[src/rtl/spi_cfg_responder_if.sv]
// Serial link between the SPI controller and the configuration responder.
// The controller owns frame enable, target select and data; the responder returns miso.
interface spi_cfg_responder_if;
    logic cs_b;
    logic spi_sel;
    logic mosi;
    logic miso;

    modport master (
        output cs_b,
        output spi_sel,
        output mosi,
        input  miso
    );

    modport slave (
        input  cs_b,
        input  spi_sel,
        input  mosi,
        output miso
    );
endinterface

[src/rtl/spi_cfg_responder.sv]
// Chip-side responder for 40-bit controller frames: config register bank with
// read-back on miso, and DAC frame forwarding with a load strobe.
module spi_cfg_responder #(
    parameter int          NREG   = 8,
    parameter logic [31:0] DEV_ID = 32'h5745_4331
) (
    input  logic                     clk,
    input  logic                     rst_b,
    spi_cfg_responder_if.slave       spi,
    output logic [NREG*32-1:0]       cfg_flat,
    output logic                     cfg_wr,
    output logic [$clog2(NREG)-1:0]  cfg_wr_addr,
    output logic [39:0]              dac_word,
    output logic                     dac_load,
    output logic                     frame_err
);

    localparam int         AW      = $clog2(NREG);
    localparam logic [6:0] ID_ADDR = 7'h7F;

    typedef enum logic [2:0] {
        ST_SYNC,
        ST_IDLE,
        ST_HDR,
        ST_DATA,
        ST_DONE
    } state_t;

    state_t        r_state;
    logic [5:0]    r_cnt;
    logic [38:0]   r_shift;
    logic          r_sel_q;
    logic [30:0]   r_rd;
    logic          r_miso;
    logic          r_committed;
    logic          r_ovf_seen;
    logic [31:0]   r_cfg [NREG];
    logic          r_cfg_wr;
    logic [AW-1:0] r_cfg_wr_addr;
    logic [39:0]   r_dac_word;
    logic          r_dac_load;
    logic          r_frame_err;

    logic [6:0]    w_hdr_addr;
    logic [31:0]   w_rdata;
    logic [39:0]   w_word;
    logic [6:0]    w_cmt_addr;
    logic          w_cmt_wr;

    // On edge 7 the address is the six stored header bits plus the live mosi bit.
    assign w_hdr_addr = {r_shift[5:0], spi.mosi};
    assign w_word     = {r_shift, spi.mosi};
    assign w_cmt_addr = w_word[38:32];
    assign w_cmt_wr   = !r_sel_q && !w_word[39] && (w_cmt_addr < 7'(NREG));

    // Read data is always the pre-frame contents, so write frames echo the old value too.
    always_comb begin
        // NOTE: default first so every path assigns w_rdata and no latch is inferred.
        w_rdata = '0;
        if (!r_sel_q) begin
            if (w_hdr_addr == ID_ADDR) begin
                w_rdata = DEV_ID;
            end else begin
                for (int i = 0; i < NREG; i++) begin
                    if (w_hdr_addr == 7'(i)) begin
                        w_rdata = r_cfg[i];
                    end
                end
            end
        end
    end

    always_ff @(posedge clk or negedge rst_b) begin
        if (!rst_b) begin
            r_state       <= ST_SYNC;
            r_cnt         <= '0;
            r_shift       <= '0;
            r_sel_q       <= 1'b0;
            r_rd          <= '0;
            r_miso        <= 1'b0;
            r_committed   <= 1'b0;
            r_ovf_seen    <= 1'b0;
            // NOTE: the bank is a handful of flops, not a RAM, so resetting it is intended.
            for (int i = 0; i < NREG; i++) begin
                r_cfg[i] <= '0;
            end
            r_cfg_wr      <= 1'b0;
            r_cfg_wr_addr <= '0;
            r_dac_word    <= '0;
            r_dac_load    <= 1'b0;
            r_frame_err   <= 1'b0;
        end else begin
            // NOTE: non-blocking throughout so every register sees pre-edge values.
            r_cfg_wr    <= 1'b0;
            r_dac_load  <= 1'b0;
            r_frame_err <= 1'b0;
            r_miso      <= 1'b0;

            case (r_state)
                ST_SYNC: begin
                    if (spi.cs_b) begin
                        r_state <= ST_IDLE;
                    end
                end

                ST_IDLE: begin
                    if (!spi.cs_b) begin
                        r_shift <= {r_shift[37:0], spi.mosi};
                        r_sel_q <= spi.spi_sel;
                        r_cnt   <= 6'd1;
                        r_state <= ST_HDR;
                    end
                end

                ST_HDR, ST_DATA: begin
                    // Truncation wins over a simultaneous sel mismatch: one pulse, back to IDLE.
                    if (spi.cs_b) begin
                        r_frame_err <= 1'b1;
                        r_cnt       <= '0;
                        r_state     <= ST_IDLE;
                    end else if (spi.spi_sel != r_sel_q) begin
                        r_frame_err <= 1'b1;
                        r_cnt       <= '0;
                        r_committed <= 1'b0;
                        r_state     <= ST_DONE;
                    end else begin
                        r_shift <= {r_shift[37:0], spi.mosi};
                        r_cnt   <= r_cnt + 6'd1;
                        if (r_cnt == 6'd7) begin
                            r_miso  <= w_rdata[31];
                            r_rd    <= w_rdata[30:0];
                            r_state <= ST_DATA;
                        end else if (r_cnt == 6'd39) begin
                            if (r_sel_q) begin
                                r_dac_word <= w_word;
                                r_dac_load <= 1'b1;
                            end else if (w_cmt_wr) begin
                                for (int i = 0; i < NREG; i++) begin
                                    if (w_cmt_addr == 7'(i)) begin
                                        r_cfg[i] <= w_word[31:0];
                                    end
                                end
                                r_cfg_wr      <= 1'b1;
                                r_cfg_wr_addr <= w_cmt_addr[AW-1:0];
                            end
                            r_cnt       <= '0;
                            r_committed <= 1'b1;
                            r_ovf_seen  <= 1'b0;
                            r_state     <= ST_DONE;
                        end else if (r_state == ST_DATA) begin
                            r_miso <= r_rd[30];
                            r_rd   <= {r_rd[29:0], 1'b0};
                        end
                    end
                end

                ST_DONE: begin
                    // Over-length is only an error after a real commit, and only once per frame.
                    if (spi.cs_b) begin
                        r_state <= ST_IDLE;
                    end else if (r_committed && !r_ovf_seen) begin
                        r_frame_err <= 1'b1;
                        r_ovf_seen  <= 1'b1;
                    end
                end

                default: begin
                    r_state <= ST_SYNC;
                end
            endcase
        end
    end

    always_comb begin
        cfg_flat = '0;
        for (int i = 0; i < NREG; i++) begin
            cfg_flat[32*i +: 32] = r_cfg[i];
        end
    end

    assign spi.miso    = r_miso;
    assign cfg_wr      = r_cfg_wr;
    assign cfg_wr_addr = r_cfg_wr_addr;
    assign dac_word    = r_dac_word;
    assign dac_load    = r_dac_load;
    assign frame_err   = r_frame_err;

endmodule

[src/flat_wrapper.sv]
// flat-port wrapper written by rule: the top's interface ports become plain ports
module spi_cfg_responder_flat 
#(
    parameter int          NREG   = 8,
    parameter logic [31:0] DEV_ID = 32'h5745_4331
)
  (clk, rst_b, cfg_flat, cfg_wr, cfg_wr_addr, dac_word, dac_load, frame_err, spi_cs_b, spi_spi_sel, spi_mosi, spi_miso);
  spi_cfg_responder_if spi_i ();
  input  logic clk;
  input  logic rst_b;
  output logic [NREG*32-1:0] cfg_flat;
  output logic cfg_wr;
  output logic [$clog2(NREG)-1:0] cfg_wr_addr;
  output logic [39:0] dac_word;
  output logic dac_load;
  output logic frame_err;
  input wire logic [$bits(spi_i.cs_b)-1:0] spi_cs_b;
  input wire logic [$bits(spi_i.spi_sel)-1:0] spi_spi_sel;
  input wire logic [$bits(spi_i.mosi)-1:0] spi_mosi;
  output wire logic [$bits(spi_i.miso)-1:0] spi_miso;
  assign spi_i.cs_b = spi_cs_b;
  assign spi_i.spi_sel = spi_spi_sel;
  assign spi_i.mosi = spi_mosi;
  assign spi_miso = spi_i.miso;
  spi_cfg_responder #(.NREG(NREG), .DEV_ID(DEV_ID)) u_core (.clk(clk), .rst_b(rst_b), .spi(spi_i), .cfg_flat(cfg_flat), .cfg_wr(cfg_wr), .cfg_wr_addr(cfg_wr_addr), .dac_word(dac_word), .dac_load(dac_load), .frame_err(frame_err));
endmodule
[config.mk]
export PLATFORM = sky130hd
export DESIGN_NAME = spi_cfg_responder_flat
export DESIGN_NICKNAME = d
export VERILOG_FILES = /design/src/rtl/spi_cfg_responder_if.sv /design/src/rtl/spi_cfg_responder.sv /design/src/flat_wrapper.sv
export SDC_FILE = /design/constraint.sdc
export NUM_CORES = 1
export LEC_CHECK = 0
export CAP_MARGIN = 20
export CORE_AREA = 2 2 183 185
export DETAILED_ROUTE_END_ITERATION = 7
export DIE_AREA = 0 0 185 187
export PLACE_DENSITY_LB_ADDON = 0.2
export REMOVE_ABC_BUFFERS = 1
export SYNTH_ARGS = -nofsm -noshare
export SYNTH_HDL_FRONTEND = slang
export SYNTH_SLANG_ARGS = --single-unit
export TNS_END_PERCENT = 20
[constraint.sdc]
create_clock -name clk -period 2.7 [get_ports clk]
set_clock_uncertainty 0.2 [all_clocks]
set_input_delay 0.81 -clock clk [delete_from_list [all_inputs] [get_ports clk]]
set_output_delay 0.81 -clock clk [all_outputs]
set_load 0.03 [all_outputs]
Yosys cells after proc, flatten, opt, wreduce, memory -nomap -nowiden
Index checks and enable logic that the tools add are counted.
{"block": "classes", "reduce_logical": 32, "order_cmp": 1, "bitwise_logic": 4, "addsub": 1, "eq_ne": 33, "muxes": 64}
{"operator": "two-way mux 32 bit", "count": 10}
{"operator": "two-way mux 39 bit", "count": 3}
{"operator": "two-way mux 31 bit", "count": 3}
{"operator": "case mux 39 bit (2 select lines)", "count": 1}
{"operator": "AND reduction 8 bit", "count": 8}
{"operator": "equality test 7 x 3 -> 1 bit, second input constant", "count": 8}
{"operator": "two-way mux 1 bit", "count": 32}
{"operator": "two-way mux 6 bit", "count": 5}
{"operator": "equality test 7 x 2 -> 1 bit, second input constant", "count": 4}
{"operator": "two-way mux 3 bit", "count": 6}
{"operator": "equality test 7 x 1 -> 1 bit, second input constant", "count": 2}
{"operator": "zero test 7 bit", "count": 2}
{"operator": "AND reduction 7 bit", "count": 2}
{"operator": "case mux 6 bit (2 select lines)", "count": 1}
{"operator": "!= test 2 x 1 -> 1 bit, second input constant", "count": 5}
{"operator": "!= test 2 bit, second input constant", "count": 5}
{"operator": "case mux 3 bit (3 select lines)", "count": 1}
{"operator": "AND reduction 4 bit", "count": 2}
{"operator": "nonzero test 2 bit", "count": 4}
{"operator": "equality test 7 bit, second input constant", "count": 1}
{"operator": "< comparator 7 x 4 -> 1 bit, second input constant", "count": 1}
{"operator": "adder 6 x 1 -> 6 bit, second input constant", "count": 1}
{"operator": "equality test 3 x 2 -> 1 bit, second input constant", "count": 2}
{"operator": "equality test 6 x 3 -> 1 bit, second input constant", "count": 1}
{"operator": "other kinds (15)", "count": 25}
{"block": "word_totals", "wordCells": 156, "inputBits": 5, "output_inout_bits": 303, "reg_bits": 385}

Longest topological paths before layout
Gate-level depths: netlist of the first run.
{"block": "logic_depth", "depth_word": 15, "depth_mapped": 10, "depth_no_buf": 7}

Least setup slack after synthesis of the first run
OpenSTA, ideal clock, no wires.
{"block": "synth_path", "path_type": "input port to flip-flop", "start": "in spi_spi_sel", "end": "reg u_core.r_cfg, in the netlist u_core.cfg_flat[10]", "cell_stages": 9, "arrival_ns": 2.406, "required_time_ns": 2.375, "setup_slack_ns": -0.031, "n_path_buf": 2, "setup_ns": 0.125, "path_cell_list": "inv_1 ha_1 nor4b_2 nand2_1 or3_4 nor2b_1 clkbuf_2 buf_6 mux2_2"}
{"block": "synth_between", "elab_chain_len": 3}
{"element": "start, declared", "line_no": "flat_wrapper.sv:18", "source": "input wire logic [$bits(spi_i.spi_sel)-1:0] spi_spi_sel;"}
{"element": "!= test 1 bit", "line_no": "spi_cfg_responder.sv:121", "source": "end else if (spi.spi_sel != r_sel_q) begin"}
{"element": "inverter 1 bit (no line)"}
{"element": "AND reduction 8 bit (no line)"}
{"element": "end signal, assigned by index", "line_no": "spi_cfg_responder.sv:140", "source": "r_cfg[i] <= w_word[31:0];"}
{"element": "end, declared", "line_no": "spi_cfg_responder.sv:37", "source": "logic [31:0] r_cfg [NREG];"}
Every way passes these cells.
A chain may end at the register's enable or synchronous reset.

Worst setup path in the final report of the first run
{"block": "layout_path", "start": "reg u_core.r_cfg, in the netlist u_core.cfg_flat[0]", "end": "out cfg_flat[0]"}
{"element": "end, declared", "line_no": "flat_wrapper.sv:11", "source": "output logic [NREG*32-1:0] cfg_flat;"}
No word-level cell between the ends.

==> flow_summary.yaml, run 1 <==
min_path:
  hold_path_class: "in2async"
logic_synthesis:
  synth.largest_area_cell: "dfrtp_1"
  syn_inst: 1221
  yosysWarnings: 0
  ys_types: 55
  synth_edf_count: 0
  synthFlopType: "dfrtp_1"
  ys_seq_area_frac: 0.567
  synth.ff_latch_count: 385
  netlist_top_cells_count: "dfrtp_1, mux2_2, clkbuf_1"
  synth_most_common_cell: "dfrtp_1"
  synth_area_sq_um: 17000
  synth.area.top_cells: "dfrtp_1, mux2_2, mux4_2"
  syn_avg_cell_area_sq_um: 13.9
  async_flop_share: 1.00
  synth_top_area_frac: 0.567
layout:
  drive_above_1_share: 0.352
  antenna_cells: 0
  nets: 1569
  nFillCells: 2356
  area_growth_syn_to_layout_pct: 33.8
sta:
  holdWs_ns: 0.0206
  max_freq_ghz: 0.372
  hold_viol_final: 0
  max_slew_margin: 0.481
  fin_ws_ns: 0.0129
  setup_violations: 0
  slew_violations: 0
  rsz0062_at_grt: "true"
  worstMarginPinSlew_ns: 0.776
  period_minus_slack_ns: 2.69
  fin_crit_sh: 0.995
clocking:
  cts-htree-levels: 2
  clkSinkCount: 385
  cts_made_buffers: 42
  ctsRootBufferMaster: "clkbuf_16"
  holdBufCountCts: 0
  cts_max_path_buffers: 3
  cts_tree: "yes"
  clk_pin_slew_ns: 0.06
  clkLatencyLatePin_ns: 0.54
drt:
  first_iter_violations: 766
  drc: 0
  dr.pass1.iters: 5
  num_vias: 11900
  ant_nets: 0
  wire_per_inst_microns: 23.8
  wl_microns: 48500
  routed_via_density: 5.82
power_and_ir_drop:
  vdd_drop_max_uv: 552
  p_leak_nw: 10.6
  powerDensity_nw_per_um2: 635
worst_setup_path:
  critPathBufInv: 1
  cp-end-kind: "output pin"
  cp_max_fo: 3
  criticalPathCategory: "reg2out"
  cp-start-kind: "flop"
  r2r_cells: 9
  cp.required_ns: 1.69
  cp_top_family: "buffers and inverters"
  worstSetupPathDepth: 1
  cp_slowest_cell: "clkdlybuf4s50_1"
  cp.arrival_ns: 1.68
  r2r_setup_slack_ns: 0.06
  cpPeakStageDelay_ns: 0.75
  crit_chain: "clkdlybuf4s50_1"
global_routing:
  grt_pass1_vias: 12100
  antenna_found_initial: 0
  grt_pass1_wl_microns: 75100
  grt_usage: 0.285
  grt_max_degree: 67
  grt-ovfl-total: 0
place:
  hpwl_microns: 32400
  place_ws_ns: -0.596
  numPortBuffers: 307
  gp_congestion: 0.838
outcome:
  status: "finished clean"
run:
  maxCapViolations: 0
floorplanning:
  rows: 67
  io-pin-count: 308
  core_sq_um: 32900
  die_area_sq_um: 34600
  die_w_microns: 185
  die_h_microns: 187
  start_util: 0.517
-- final timing paths --
| path | start | end |
|---|---|---|
| setup reg to reg | u_core.r_cnt[1]$_DFFE_PN0P_ | u_core.cfg_flat[8]$_DFFE_PN0P_ |
| hold reg to reg | u_core.dac_word[32]$_DFFE_PN0P_ | u_core.dac_word[32]$_DFFE_PN0P_ |
| max in group asynchronous | rst_b | u_core.cfg_flat[67]$_DFFE_PN0P_ |
| hold / removal | rst_b | u_core.cfg_flat[255]$_DFFE_PN0P_ |
| min in group clk | u_core.dac_word[32]$_DFFE_PN0P_ | u_core.dac_word[32]$_DFFE_PN0P_ |
| setup / recovery | u_core.cfg_flat[0]$_DFFE_PN0P_ | cfg_flat[0] |
-- kinds of logic (layout without fill, tap and decap cells) --
group,Yosys count,after routing,synth area share
buf+inv,117,485,0.0322
compound gates,161,161,0.0615
simple gates,155,155,0.0459
fa+ha+maj,2,2,0.00147
flops,385,385,0.567
xor+xnor,1,1,0.000515
mux,400,400,0.291
-- stage by stage --
step                instances  utilization  TNS [ns]  cell area (sq um)  power (mW)
floorplan                1111            -   -248.84              16500        7.75
global placement         1956        0.646   -163.10              21200        8.86
detailed placement       1956        0.646   -171.12              21200        8.93
CTS                      2038        0.692         0              22800        14.5
global route             2037        0.692    -0.238              22700        15.0
finish                   2037        0.692         0              22700        14.4
-- layout by cell type (no fill, tap or decap), types with 3 or more instances in the layout --
cell type / count
dfrtp_1: 384
mux2_2: 332
clkdlybuf4s50_1: 295
buf_4: 65
nor2_1: 47
clkbuf_16: 45
o21ai_0: 44
mux4_2: 42
nand2_1: 40
buf_12: 28
a21oi_1: 22
o22ai_1: 20
a31oi_1: 19
mux2i_1: 19
and2_1: 18
a22o_1: 15
o221ai_1: 15
clkbuf_1: 12
clkbuf_8: 10
nor3_1: 8
dlymetal6s2s_1: 8
mux2_1: 7
inv_1: 6
nand2b_1: 6
nand3_1: 6
a221oi_1: 6
buf_6: 5
nor2b_1: 3
nor3_4: 3
nand2_2: 3
o211ai_1: 3
a211oi_1: 3
buf_16: 3
-- what timing repair did --
action | CTS | global route
setup endpoints to repair | 83 | 53
gates cloned | 4 | 0
setup buffers | 8 | 1
pin swaps | 2 | 2
gates resized for setup | 11 | 12
-- registers in the layout, summed over array words and instances (netlist names) --
signal / flops
u_core.dac_load: 1
u_core.r_ovf_seen: 1
u_core.r_rd: 31
u_core.cfg_wr: 1
u_core.dac_word: 40
u_core.frame_err: 1
u_core.r_shift: 39
u_core.cfg_wr_addr: 3
u_core.r_committed: 1
u_core.r_state: 3
u_core.r_cnt: 6
u_core.cfg_flat: 256
u_core.r_sel_q: 1
u_core.spi.miso: 1
-- where the power goes --
part           switching [mW]  internal, mW  total [mW]
logic                    1.35         0.942        2.30
clock network            2.25          3.30        5.55
registers               0.437          6.15        6.59
total                    4.04          10.4        14.4
-- final cells by class --
class	instances	area [sq um]	share of cell area
clock inverter	4	27.5	0.00121
multi-input combinational	719	6910	0.304
clock buffer	67	1310	0.0575
inverter	7	26.3	0.00116
sequential	385	9640	0.424
tap	448	561	0.0246
timing repair buffer	407	4270	0.188
-- metal layers --
metal,global-route usage,up-vias,share of wire
met4,0.0733,0,0.021
met3,0.0594,73,0.066
met5,0,-,0
met2,0.453,402,0.48
met1,0.403,6221,0.43
li1,-,5164,-
No activity file was read; power rests on OpenSTA's default activity.
==> run 2, diff against run 1 <==
REMOVE_ABC_BUFFERS = not set   (was 1)
SLEW_MARGIN = 20   (was not set)
==> run 2 against run 1 <==
  * Routed wire length increased by 0.53%
  * Combinational power decreased by 2%
  * Die area unchanged
  * Sequential share of layout area increased by 0.19 points
  * Largest cell class unchanged
  * Largest power group unchanged
==> flow_summary.yaml, run 2 (same netlist as run 1, synthesis figures left out) <==
worst_setup_path:
  cp-end-kind: "output pin"
  cp_slowest_cell: "clkdlybuf4s50_1"
  cp_top_family: "buffers and inverters"
  cpPeakStageDelay_ns: 0.75
  criticalPathCategory: "reg2out"
  crit_chain: "clkdlybuf4s50_1"
  cp.required_ns: 1.69
  critPathBufInv: 1
  cp-start-kind: "flop"
  cp.arrival_ns: 1.66
  r2r_setup_slack_ns: 0.12
  cp_max_fo: 3
sta:
  period_minus_slack_ns: 2.67
  fin_crit_sh: 0.989
  rsz0062_at_grt: "false"
  max_freq_ghz: 0.375
  hold_viol_final: 0
  setup_violations: 0
  worstMarginPinSlew_ns: 0.867
  slew_violations: 0
  max_slew_margin: 0.420
min_path:
  hold_path_class: "reg2reg"
place:
  place_area_sq_um: 21200
  gp_congestion: 0.837
  hpwl_microns: 32600
  numPortBuffers: 307
power_and_ir_drop:
  p_leak_nw: 10.5
  p_total_mw: 14.2
  vdd_drop_max_uv: 419
  powerDensity_nw_per_um2: 629
global_routing:
  grt-ovfl-total: 0
  grt_usage: 0.285
  grt_max_degree: 83
  antenna_found_initial: 0
  grt_pass1_wl_microns: 74800
  grt_pass1_vias: 12100
floorplanning:
  die_area_sq_um: 34600
  core_sq_um: 32900
  io-pin-count: 308
  rows: 67
  die_h_microns: 187
  start_util: 0.517
  die_w_microns: 185
clocking:
  cts_made_buffers: 41
  clkSinkCount: 385
  cts-htree-levels: 2
  ctsRootBufferMaster: "clkbuf_16"
  clkLatencyLatePin_ns: 0.53
  cts_max_path_buffers: 3
  cts_tree: "yes"
  clk_pin_slew_ns: 0.06
drt:
  num_vias: 11800
  routed_via_density: 5.85
  dr.pass1.iters: 5
  drc: 0
  first_iter_violations: 778
  ant_nets: 0
  wl_microns: 48800
  wire_per_inst_microns: 24.1
layout:
  nets: 1561
  antenna_cells: 0
  final_common_cell: "dfrtp_1"
  fin_util: 0.689
  layout_common_cells: "dfrtp_1, mux2_2, clkdlybuf4s50_1"
  largest_register_ff_count: 256
  drive_above_1_share: 0.348
  fin_area_sq_um: 22600
  area_growth_syn_to_layout_pct: 33.2
run:
  maxCapViolations: 0
outcome:
  status: "finished clean"
logic_synthesis:
  syn_nets: 1228
run 2: cell types whose count changed in the layout (fill, tap and decap cells not counted), moves of 3 or more:
cell,previous run,this run
buf_12,28,32
buf_4,65,56
clkbuf_8,10,6
clkinvlp_4,0,3
mux2_2,332,327
mux2_4,0,5
run 2: final cells by class:
cell class	count	area [sq um]
tap	448	561
multi-input combinational	719	6940
clock buffer	61	1200
timing repair buffer	400	4240
fill	2359	10200
inverter	7	26.3
sequential	385	9640
clock inverter	5	40.0
run 2: metal layers:
layer	vias up	global-route usage	wire length (microns)
li1	5153	-	-
met1	6175	0.390	20300
met2	426	0.453	23600
met3	87	0.0664	3480
met4	0	0.0916	1410
met5	-	0	0
run 2: final timing paths:
check / from / to / cells after the start
max: u_core.cfg_flat[224]$_DFFE_PN0P_ / cfg_flat[224] / 1
min: u_core.dac_word[32]$_DFFE_PN0P_ / u_core.dac_word[32]$_DFFE_PN0P_ / 2
max reg2reg: u_core.r_cnt[0]$_DFFE_PN0P_ / u_core.cfg_flat[79]$_DFFE_PN0P_ / 8
min reg2reg: u_core.dac_word[32]$_DFFE_PN0P_ / u_core.dac_word[32]$_DFFE_PN0P_ / 2
max in group asynchronous: rst_b / u_core.cfg_flat[215]$_DFFE_PN0P_ / 3
min in group asynchronous: rst_b / u_core.dac_word[33]$_DFFE_PN0P_ / 2
run 2: worst min-delay path, cell delays in order, from the launching register on:
cell     delay (ns)
dfrtp_1        0.34
nand2_1        0.05
o21ai_0        0.06
run 2: stage by stage:
stage          TNS, ns  worst slack [ns]  instances  hold slack (ns)
2_1_floorplan   -0.813           -0.0155       1221            0.246
3_3_place_gp   -160.82            -0.567       1953            0.263
3_5_place_dp   -161.13            -0.580       1953            0.285
4_1_cts              0            0.0182       2027            0.298
5_1_grt              0           0.00101       2025            0.318
6_report             0            0.0306       2025            0.284
run 2: repair_timing:
action,CTS,global route
hold buffers,1,0
gates cloned,3,0
pin swaps,3,3
setup endpoints to repair,38,139
resized for setup,16,13
setup buffers,4,0
endpoints found under the hold margin,27,0
run 2: where the power goes:
group	internal, mW	total (mW)	switching, mW
clock	3.07	5.32	2.25
combinational	0.949	2.26	1.31
sequential	6.16	6.67	0.513
==> run 3, diff against run 2 <==
GPL_ROUTABILITY_DRIVEN = 0   (was not set)
==> results of run 3 <==
Final layout, timing and power as in run 2 (identical DEF).
